===== src/rtl/multicycle_ctrl_if.sv =====
`default_nettype none
// ============================================================================
// Module  : multicycle_ctrl_if
// Purpose : Shared memory request/ready handshake between the RV32I control
//           FSM (master) and the instruction/data memory port (slave).
// Rev     : 1.0 - initial release
// ============================================================================
interface multicycle_ctrl_if;
    logic mem_req;
    logic mem_we;
    logic mem_ready;

    modport master (output mem_req, output mem_we, input mem_ready);
    modport slave  (input mem_req, input mem_we, output mem_ready);
endinterface
`default_nettype wire


===== src/rtl/multicycle_ctrl.sv =====
`default_nettype none
// ============================================================================
// Module  : multicycle_ctrl
// Purpose : Multi-cycle FETCH/DECODE/EXEC/MEM/WB control FSM for an RV32I core.
//           Optional macro MCTRL_PERF_EN adds a retired-instruction counter.
// Rev     : 1.0 - initial release
// ============================================================================
module multicycle_ctrl #(
    parameter int ALUOP_W       = 4,
    parameter int FETCH_TIMEOUT = 255
) (
    input  logic               clk,
    input  logic               rst_n,
    multicycle_ctrl_if.master  bus,
    input  logic [6:0]         opcode,
    input  logic [2:0]         funct3,
    input  logic               funct7_5,
    input  logic               br_taken,
    output logic               ir_we,
    output logic               pc_we,
    output logic [1:0]         pc_sel,
    output logic [1:0]         alu_scr,
    output logic               alu_b_sel,
    output logic [ALUOP_W-1:0] alu_op,
    output logic               rf_we,
    output logic [1:0]         wb_sel,
    output logic [2:0]         state,
`ifdef MCTRL_PERF_EN
    output logic [31:0]        instret,
`endif
    output logic               trap
);

    typedef enum logic [2:0] {
        S_FETCH  = 3'd0,
        S_DECODE = 3'd1,
        S_EXEC   = 3'd2,
        S_MEM    = 3'd3,
        S_WB     = 3'd4,
        S_TRAP   = 3'd5
    } state_t;

    localparam logic [6:0] c_OP_LUI    = 7'b0110111;
    localparam logic [6:0] c_OP_AUIPC  = 7'b0010111;
    localparam logic [6:0] c_OP_JAL    = 7'b1101111;
    localparam logic [6:0] c_OP_JALR   = 7'b1100111;
    localparam logic [6:0] c_OP_BRANCH = 7'b1100011;
    localparam logic [6:0] c_OP_LOAD   = 7'b0000011;
    localparam logic [6:0] c_OP_STORE  = 7'b0100011;
    localparam logic [6:0] c_OP_OPIMM  = 7'b0010011;
    localparam logic [6:0] c_OP_OP     = 7'b0110011;

    localparam logic [ALUOP_W-1:0] c_ALU_ADD    = ALUOP_W'(0);
    localparam logic [ALUOP_W-1:0] c_ALU_SUB    = ALUOP_W'(1);
    localparam logic [ALUOP_W-1:0] c_ALU_SLL    = ALUOP_W'(2);
    localparam logic [ALUOP_W-1:0] c_ALU_SLT    = ALUOP_W'(3);
    localparam logic [ALUOP_W-1:0] c_ALU_SLTU   = ALUOP_W'(4);
    localparam logic [ALUOP_W-1:0] c_ALU_XOR    = ALUOP_W'(5);
    localparam logic [ALUOP_W-1:0] c_ALU_SRL    = ALUOP_W'(6);
    localparam logic [ALUOP_W-1:0] c_ALU_SRA    = ALUOP_W'(7);
    localparam logic [ALUOP_W-1:0] c_ALU_OR     = ALUOP_W'(8);
    localparam logic [ALUOP_W-1:0] c_ALU_AND    = ALUOP_W'(9);
    localparam logic [ALUOP_W-1:0] c_ALU_PASS_B = ALUOP_W'(10);

    state_t               r_state;
    state_t               w_state_next;
    logic                 w_legal;
    logic                 w_timeout;
    logic                 w_mem_req;
    logic                 w_mem_we;
    logic [1:0]           w_ex_scr;
    logic                 w_ex_b;
    logic [ALUOP_W-1:0]   w_ex_op;
    logic [ALUOP_W-1:0]   w_f3_op;

    always_comb begin
        w_legal = 1'b0;
        case (opcode)
            c_OP_LUI, c_OP_AUIPC, c_OP_JAL, c_OP_JALR, c_OP_BRANCH,
            c_OP_LOAD, c_OP_STORE, c_OP_OPIMM, c_OP_OP: w_legal = 1'b1;
            default: w_legal = 1'b0;
        endcase
    end

    // funct7_5 selects SUB only for register-register ops; ADDI ignores it
    always_comb begin
        w_f3_op = c_ALU_ADD;
        case (funct3)
            3'd0:    w_f3_op = ((opcode == c_OP_OP) && funct7_5) ? c_ALU_SUB : c_ALU_ADD;
            3'd1:    w_f3_op = c_ALU_SLL;
            3'd2:    w_f3_op = c_ALU_SLT;
            3'd3:    w_f3_op = c_ALU_SLTU;
            3'd4:    w_f3_op = c_ALU_XOR;
            3'd5:    w_f3_op = funct7_5 ? c_ALU_SRA : c_ALU_SRL;
            3'd6:    w_f3_op = c_ALU_OR;
            default: w_f3_op = c_ALU_AND;
        endcase
    end

    always_comb begin
        w_ex_scr = 2'b00;
        w_ex_b   = 1'b1;
        w_ex_op  = c_ALU_ADD;
        case (opcode)
            c_OP_OP: begin
                w_ex_b  = 1'b0;
                w_ex_op = w_f3_op;
            end
            c_OP_OPIMM:                        w_ex_op  = w_f3_op;
            c_OP_AUIPC, c_OP_JAL, c_OP_BRANCH: w_ex_scr = 2'b10;
            c_OP_LUI: begin
                w_ex_scr = 2'b01;
                w_ex_op  = c_ALU_PASS_B;
            end
            default: ;
        endcase
    end

    generate
        if (FETCH_TIMEOUT > 0) begin : g_timeout
            localparam logic [7:0] c_TO_LAST = 8'(FETCH_TIMEOUT - 1);
            logic [7:0] r_wait_cnt;

            always_ff @(posedge clk or negedge rst_n) begin
                if (!rst_n) begin
                    r_wait_cnt <= 8'd0;
                end else if (bus.mem_ready || (w_state_next != r_state)) begin
                    r_wait_cnt <= 8'd0;
                end else if (w_mem_req) begin
                    r_wait_cnt <= r_wait_cnt + 8'd1;
                end
            end

            // Trap on the edge at which the counter would reach the limit
            assign w_timeout = w_mem_req && !bus.mem_ready && (r_wait_cnt == c_TO_LAST);
        end else begin : g_no_timeout
            assign w_timeout = 1'b0;
        end
    endgenerate

    always_ff @(posedge clk or negedge rst_n) begin
        if (!rst_n) begin
            r_state <= S_FETCH;
        end else begin
            r_state <= w_state_next;
        end
    end

    always_comb begin
        w_state_next = r_state;
        case (r_state)
            S_FETCH: begin
                if (w_timeout)          w_state_next = S_TRAP;
                else if (bus.mem_ready) w_state_next = S_DECODE;
            end
            S_DECODE: w_state_next = w_legal ? S_EXEC : S_TRAP;
            S_EXEC: begin
                case (opcode)
                    c_OP_BRANCH:            w_state_next = S_FETCH;
                    c_OP_LOAD, c_OP_STORE:  w_state_next = S_MEM;
                    default:                w_state_next = w_legal ? S_WB : S_TRAP;
                endcase
            end
            S_MEM: begin
                if (w_timeout)          w_state_next = S_TRAP;
                else if (bus.mem_ready) w_state_next = (opcode == c_OP_STORE) ? S_FETCH : S_WB;
            end
            S_WB:    w_state_next = S_FETCH;
            default: w_state_next = S_TRAP;
        endcase
    end

    always_comb begin
        w_mem_req = 1'b0;
        w_mem_we  = 1'b0;
        ir_we     = 1'b0;
        pc_we     = 1'b0;
        pc_sel    = 2'b00;
        alu_scr   = 2'b00;
        alu_b_sel = 1'b0;
        alu_op    = c_ALU_ADD;
        rf_we     = 1'b0;
        wb_sel    = 2'b00;
        case (r_state)
            S_FETCH: begin
                w_mem_req = 1'b1;
                ir_we     = bus.mem_ready;
                pc_we     = bus.mem_ready;
            end
            S_EXEC: begin
                alu_scr   = w_ex_scr;
                alu_b_sel = w_ex_b;
                alu_op    = w_ex_op;
                case (opcode)
                    c_OP_BRANCH: begin
                        pc_we  = br_taken;
                        pc_sel = 2'b01;
                    end
                    c_OP_JAL: begin
                        pc_we  = 1'b1;
                        pc_sel = 2'b01;
                    end
                    c_OP_JALR: begin
                        pc_we  = 1'b1;
                        pc_sel = 2'b10;
                    end
                    default: ;
                endcase
            end
            S_MEM: begin
                w_mem_req = 1'b1;
                w_mem_we  = (opcode == c_OP_STORE);
                alu_scr   = w_ex_scr;
                alu_b_sel = w_ex_b;
                alu_op    = w_ex_op;
            end
            S_WB: begin
                rf_we = 1'b1;
                if (opcode == c_OP_LOAD)                               wb_sel = 2'b01;
                else if ((opcode == c_OP_JAL) || (opcode == c_OP_JALR)) wb_sel = 2'b10;
            end
            default: ;
        endcase
        // While reset is held the state reads FETCH, but nothing may be requested
        if (!rst_n) begin
            w_mem_req = 1'b0;
            w_mem_we  = 1'b0;
            ir_we     = 1'b0;
            pc_we     = 1'b0;
            rf_we     = 1'b0;
        end
    end

    assign bus.mem_req = w_mem_req;
    assign bus.mem_we  = w_mem_we;
    assign state       = 3'(r_state);
    assign trap        = (r_state == S_TRAP);

`ifdef MCTRL_PERF_EN
    logic [31:0] r_instret;

    always_ff @(posedge clk or negedge rst_n) begin
        if (!rst_n) begin
            r_instret <= 32'd0;
        end else if ((w_state_next == S_FETCH) &&
                     ((r_state == S_EXEC) || (r_state == S_MEM) || (r_state == S_WB))) begin
            r_instret <= r_instret + 32'd1;
        end
    end

    assign instret = r_instret;
`endif

endmodule
`default_nettype wire


===== src/flat_wrapper.sv =====
// flat-port wrapper written by rule: the top's interface ports become plain ports
module multicycle_ctrl_flat 
#(
    parameter int ALUOP_W       = 4,
    parameter int FETCH_TIMEOUT = 255
)
  (clk, rst_n, opcode, funct3, funct7_5, br_taken, ir_we, pc_we, pc_sel, alu_scr, alu_b_sel, alu_op, rf_we, wb_sel, state, trap, bus_mem_req, bus_mem_we, bus_mem_ready);
  multicycle_ctrl_if bus_i ();
  input  logic clk;
  input  logic rst_n;
  input  logic [6:0] opcode;
  input  logic [2:0] funct3;
  input  logic funct7_5;
  input  logic br_taken;
  output logic ir_we;
  output logic pc_we;
  output logic [1:0] pc_sel;
  output logic [1:0] alu_scr;
  output logic alu_b_sel;
  output logic [ALUOP_W-1:0] alu_op;
  output logic rf_we;
  output logic [1:0] wb_sel;
  output logic [2:0] state;
  output logic trap;
  output wire logic [$bits(bus_i.mem_req)-1:0] bus_mem_req;
  output wire logic [$bits(bus_i.mem_we)-1:0] bus_mem_we;
  input wire logic [$bits(bus_i.mem_ready)-1:0] bus_mem_ready;
  assign bus_mem_req = bus_i.mem_req;
  assign bus_mem_we = bus_i.mem_we;
  assign bus_i.mem_ready = bus_mem_ready;
  multicycle_ctrl #(.ALUOP_W(ALUOP_W), .FETCH_TIMEOUT(FETCH_TIMEOUT)) u_core (.clk(clk), .rst_n(rst_n), .bus(bus_i), .opcode(opcode), .funct3(funct3), .funct7_5(funct7_5), .br_taken(br_taken), .ir_we(ir_we), .pc_we(pc_we), .pc_sel(pc_sel), .alu_scr(alu_scr), .alu_b_sel(alu_b_sel), .alu_op(alu_op), .rf_we(rf_we), .wb_sel(wb_sel), .state(state), .trap(trap));
endmodule

===== config.mk =====
export PLATFORM = sky130hd
export DESIGN_NAME = multicycle_ctrl_flat
export DESIGN_NICKNAME = d
export VERILOG_FILES = /design/src/rtl/multicycle_ctrl_if.sv /design/src/rtl/multicycle_ctrl.sv /design/src/flat_wrapper.sv
export SDC_FILE = /design/constraint.sdc
export NUM_CORES = 1
export LEC_CHECK = 0
export CORE_ASPECT_RATIO = 0.9
export CORE_MARGIN = 4
export CORE_UTILIZATION = 33
export DETAILED_ROUTE_END_ITERATION = 7
export GPL_TIMING_DRIVEN = 1
export HOLD_SLACK_MARGIN = 0.08
export PLACE_DENSITY = 0.6
export REMOVE_ABC_BUFFERS = 1
export SYNTH_ARGS = -nofsm -noshare
export SYNTH_HDL_FRONTEND = slang
export SYNTH_SLANG_ARGS = --single-unit

===== constraint.sdc =====
create_clock -name clk -period 5.5 [get_ports clk]
set_input_delay 1.1 -clock clk [delete_from_list [all_inputs] [get_ports clk]]
set_output_delay 1.1 -clock clk [all_outputs]
set_load 0.1 [all_outputs]

==> results.md <==
* CTS Sinks at 11
* Final Util at approximately 45%
* Worst Path Required at 4.40 ns
* Worst path top cell family by delay: buffers and inverters
* Worst-path fanout max at 9
* Initial DRT Pass Iterations at 4
* RSZ-0062 raised after global routing: no
* Max stage delay on crit path at 0.54 ns
* Post-synthesis compound-gate area fraction at 22.6%
* I/O pin cnt at 35
* Setup Fix Bufs, Post-CTS at 0
* Core area at 3430 um^2
* CTS tree: built
* Placer Congestion at around 0.80
* Layout area overhead at 29.5%
* Row cnt at 20
* Port bufs at 34
* Post-synthesis area per instance at 8.28 um^2
* Vias per cell at 5.36
* Nets at 195
* Synth cell types at 52
* ANT cells at 0
* Synth Area in Adders at about 2.1%
* EDFF count, synth at 0
* Critical path endpoint category: output pin
* Dpl ws at between 1 and 1.5 ns
* Hold-fix buffers, CTS at 0
* Max Clock Freq at around 0.24 GHz
* Clk buf depth at 2
* Total CTS buffers at 3
* Tightest Pin Transition at about 0.99 ns
* DRC violations left at 0
* Final Hold Viols at 0
* LEAKAGE at 0.603 nW
* Crit path buf inv count at 2
* Top routing layer in use: met4
* Setup violations, final at 0
* Layout Skew at 0.00163 ns
* Remaining global-route overflow at 0
* First-pass GRT wire length at 5230 um
* Post-DP Area at 1500 um^2
* XOR/XNOR share of the synthesized area at 7.45%
* Vias in the first global route at 1082
* IR Drop Worst-Case VDD at 0.313 mV
* Yosys top cell area share at a little under a quarter
* Fillers at 324
* Initial antenna violation count at 0
* Routed wire length at between 3000 and 4000 um
* Final instance area at 1540 um^2
* Top-count cell post-synth: nor2_1
* Netlist Area Pre-Place at around 1200 um^2
* Die Span Y at 65.0 um
* Post-route antenna net violation count at 0
* Max-slew violations at 0
* Area leader, netlist: dfrtp_1
* Clock-pin slew on the worst setup and hold paths at 0.05 ns
* CP Class: input port to output pin
* Worst-Skew Late Latency at 0.24 ns
* Simple-Gate Fraction of Synth Area at 35.8%
* Wl on met1 at approximately 1500 um
* Post-Syn Instances at 144
* Status: completed
* Worst Path Arrival at approximately 3 ns
* Die X at approximately 71 um
* Proportion of layout cells with a drive suffix above 1 at 22.6%
* Final Critical Period at 4.10 ns
* Max H-tree Level at 1
* Post_cts resized at 0
* #FFs+latches synth at 11
* Largest family of logic cells by synthesized area: simple AND/OR/NAND/NOR gates
* Worst setup margin at approximately 1.4 ns
* Hpwl dp at 2440 um
* Routed len/inst at 13.7 um
* Register area share after synthesis at 23.1%
* Met3 Wirelength at 96 um
* Synth Flop Type: dfrtp_1
* Commonest cells in the netlist: 16 x nor2_1, 12 x nor3_1, 12 x o21ai_0, 11 x dfrtp_1, 8 x nand2_1
* Clock root buffer: clkbuf_8
* Vias at 1184
* DRT iter0 DRCs at 59
* Initial core utilization at 34.8%
* PD cells at 454 nW/um^2
* Largest net degree at the start of global routing at 18
* Post-synthesis mux area share at 1.78%
* Wire length on met2 at between 1000 and 1500 um
* Worst Hold Class: flop to flop
* Slew headroom at between 30% and 40%
* Total track usage at 13.7%
* Area contributors post-synth: dfrtp_1 23%, nor3_1 5.0%, o21ai_0 5.0%
* Total of max-cap violations at 0
* Async S/R FF share, synth at 100%
* DIE AREA at 4640 um^2
* Fin crit share at 74.5%
* Slowest CP cell: clkdlybuf4s50_1
* Synth warn at 0
* Type of origin of the critical path: input port
* CP Cell Sequence: clkdlybuf4s50_1 > and4bb_4 > and3_2 > a211o_1 > o21ai_0 > a211oi_1 > buf_4
-- path summary, 6_finish.rpt --
path / slack (ns) / endpoint / cells past startpoint / startpoint
max: 1.40 / alu_op[0] / 7 / opcode[3]
min: 0.60 / u_core.g_timeout.r_wait_cnt[6] / 2 / u_core.g_timeout.r_wait_cnt[6]
max reg2reg: 3.26 / u_core.g_timeout.r_wait_cnt[1] / 5 / u_core.state[1]
min reg2reg: 0.60 / u_core.g_timeout.r_wait_cnt[6] / 2 / u_core.g_timeout.r_wait_cnt[6]
max in group asynchronous: 4.15 / u_core.state[2] / 2 / rst_n
min in group asynchronous: 1.17 / u_core.g_timeout.r_wait_cnt[4] / 2 / rst_n
-- worst reg2reg max path, cell delays in order, from the launching register on --
cell	delay, ns
dfrtp_1	0.72
inv_1	0.26
o311ai_1	0.42
or2_2	0.18
o211ai_2	0.20
a2111oi_4	0.36
-- stage by stage --
stage	hold WS [ns]	instances	total power (W)	TNS, ns
after floorplan	0.545	138	0.000510	-0.0599
after global placement	0.573	217	0.000624	0
after detailed placement	0.590	217	0.000626	0
after CTS	0.598	221	0.000708	0
after global routing	0.609	221	0.000748	0
final	0.596	221	0.000702	0
-- where the power goes --
| part | switching [W] | total (W) | internal (W) |
|---|---|---|---|
| sequential | 0.0000484 | 0.000143 | 0.0000945 |
| clock | 0.0000297 | 0.0000805 | 0.0000508 |
| combinational | 0.000348 | 0.000478 | 0.000130 |
| total | 0.000426 | 0.000702 | 0.000276 |
-- layer usage --
| metal | track usage, % | vias to the layer above |
|---|---|---|
| met2 | 21.4 | 16 |
| met1 | 19.9 | 560 |
| li1 | - | 606 |
| met5 | 0 | - |
| met3 | 2.17 | 2 |
| met4 | 2.11 | 0 |
-- state kept, by name, indices dropped and copies added, names as in the netlist --
signal                       cells
u_core.g_timeout.r_wait_cnt      8
u_core.state                     3
-- cells by family (layout without fill, tap and decap cells) --
logic type,after synthesis,after routing
flops,11,11
xor+xnor,8,8
compound gates,35,35
fa+ha+maj,2,2
buf+inv,14,47
simple gates,72,72
mux,2,2
-- cell usage in the layout, fill, tap and decap left out, types with 2 or more instances in the layout --
cell type	instances
nor3b_1	3
inv_1	7
a21oi_1	5
or2b_2	2
and2b_2	2
o21ai_0	12
clkdlybuf4s50_1	18
buf_4	17
or3_1	2
and4_1	2
xnor2_1	3
o311ai_1	2
clkbuf_8	3
xor2_1	4
nand3_1	5
nand2_1	8
nor4_1	2
ha_1	2
nand4_1	5
dfrtp_1	11
a211oi_1	2
nor2_1	16
nor3_1	12
nor2b_1	2
-- layout make-up --
type | count | area, um^2 | share of cell area, %
multi-input cells | 119 | 831 | 53.8
inverters | 8 | 30.0 | 1.94
clock buffers | 4 | 45.0 | 2.92
repair buffers | 35 | 308 | 19.9
well taps | 44 | 55.1 | 3.57
flip-flops and latches | 11 | 275 | 17.8
Power figures use the tool's default switching activity.
==> edit, RTL diff (config.mk and constraints unchanged) <==
`ALUOP_W` is set to 4 in 2 places; all go to 3.
--- a/src/rtl/multicycle_ctrl.sv
+++ b/src/rtl/multicycle_ctrl.sv
@@ -6,7 +6,7 @@
 // Rev     : 1.0 - initial release
 // ============================================================================
 module multicycle_ctrl #(
-    parameter int ALUOP_W       = 4,
+    parameter int ALUOP_W       = 3,
     parameter int FETCH_TIMEOUT = 255
 ) (
     input  logic               clk,
--- a/src/flat_wrapper.sv
+++ b/src/flat_wrapper.sv
@@ -1,7 +1,7 @@
 // flat-port wrapper written by rule: the top's interface ports become plain ports
 module multicycle_ctrl_flat 
 #(
-    parameter int ALUOP_W       = 4,
+    parameter int ALUOP_W       = 3,
     parameter int FETCH_TIMEOUT = 255
 )
   (clk, rst_n, opcode, funct3, funct7_5, br_taken, ir_we, pc_we, pc_sel, alu_scr, alu_b_sel, alu_op, rf_we, wb_sel, state, trap, bus_mem_req, bus_mem_we, bus_mem_ready);
Ports: changed (resized alu_op); port bits go from 35 to 34. No check against the original RTL was run, so the function may have changed too.
==> edit against the original RTL <==
Highest routed layer unchanged. Total power down 14%. Setup slack worse by 180 ps. Cell area is 1.5% higher. Synthesized area grew 2.0%. Sequential cell count stayed put. Wire length down 1.5%. Hold slack worse by 25 ps. Largest cell class unchanged. Register-to-register slack better by 270 ps.
==> edit: results (changes against the original RTL) <==
Initial core utilization: 35.2% (+0.44 points)
Final Skew: 6.95 ps (+5.32 ps)
Leak pwr: 0.000612 uW (+1.5%)
Cell Count, Final, Fillers Out: 213 (-3.6%)
HP Start: u_core.g_timeout.r_wait_cnt[7]
Pre-CTS setup slack: 1200 ps (-191 ps)
Port bufs: 33 (-2.9%)
RD Place Congestion: 0.850 (+6.0%)
Synth Instances: 137 (-4.9%)
Routed len/inst: 14.0 um (+2.2%)
Multi-In Gates: 117 (-1.7%)
Clk tree area frac: 2.88% (-0.042 points)
Hold EP: u_core.g_timeout.r_wait_cnt[7]
Crit path DAT: 3180 ps (+180 ps)
Area Overhead vs Synth: 28.8%
Max clock buf depth: 2 (unchanged)
DR iter-0 viols: 61 (+3.4%)
Post-placement cell area: 1520 um^2 (+1.5%)
Status: finished, final reports clean
Largest net degree at the start of global routing: 17 (-1)
Worst stage delay on the critical path: 570 ps (+30 ps)
Worst R2R End: u_core.g_timeout.r_wait_cnt[6]
Layout cell share with drive strength beyond 1: 24.3% (+1.7 points)
Buffer share of cell area: 18.7% (-1.2 points)
Area contributors post-synth: dfrtp_1 (23%), a211oi_2 (7.2%), nor2_1 (4.3%), xor2_1 (3.6%), nand3_1 (3.3%)
Multi-input combinational area share: 56.4% (+2.6 points)
Seq/total area: 17.6% (-0.26 points)
Num sequential: 11 (unchanged)
Fraction of the yosys area taken by sequential cells: 22.6% (-0.45 points)
Nonclk inv count: 4 (-4)
Top cells by count, synth: nor2_1 (14), dfrtp_1 (11), nand2_1 (9)
Dpl hpwl: 2340 um (-4.3%)
Netlist cell types: 51 (-1.9%)
Final Cycle Share: 77.8% (+3.3 points)
First-pass GRT wire length: 5180 um (-0.94%)
Plain + repair buffers: 33 (-5.7%)
Total Nets Final: 187 (-4.1%)
Reg2Reg Setup Slack: 3530 ps (+270 ps)
Number of fill cells: 340 (+4.9%)
GRT Overall Usage: 13.5% (-0.17 points)
Post-CTS sizing: 0 (unchanged)
Asr flop ratio synth: 100% (unchanged)
Cells on Worst Hold Path: 2 (unchanged)
[edit: changes by cell type after synthesis, sizes merged, moves of 3 or more]
cell	delta
nand3	+3
o21ai	-8
nor3	-8
a211oi	+6
and3	+3
nor2b	+4
inv	-4
[edit: where the power goes]
part | total [uW] | internal [uW] | switching [uW]
Clock | 81.2 | 50.9 | 30.3
Sequential | 120 | 90.8 | 29.6
Combinational | 399 | 117 | 282
[edit: layer usage]
layer | GRT usage [%] | vias up | routed length (um)
met4 | 2.11 | 0 | 14
met3 | 2.75 | 2 | 90
met1 | 19.5 | 546 | 1420
met5 | 0 | - | 0
li1 | - | 580 | -
met2 | 21.0 | 22 | 1460
[edit: cell families (layout without fill, tap and decap cells)]
family | count (synthesis) | after routing | synth area share [%]
adder cells (fa/ha/maj) | 2 | 2 | 2.06
buffers and inverters | 9 | 41 | 4.73
XOR/XNOR | 9 | 9 | 7.10
AO/OA/AOI/OAI | 33 | 33 | 24.7
flip-flops | 11 | 11 | 22.6
AND/OR/NAND/NOR | 73 | 73 | 38.8
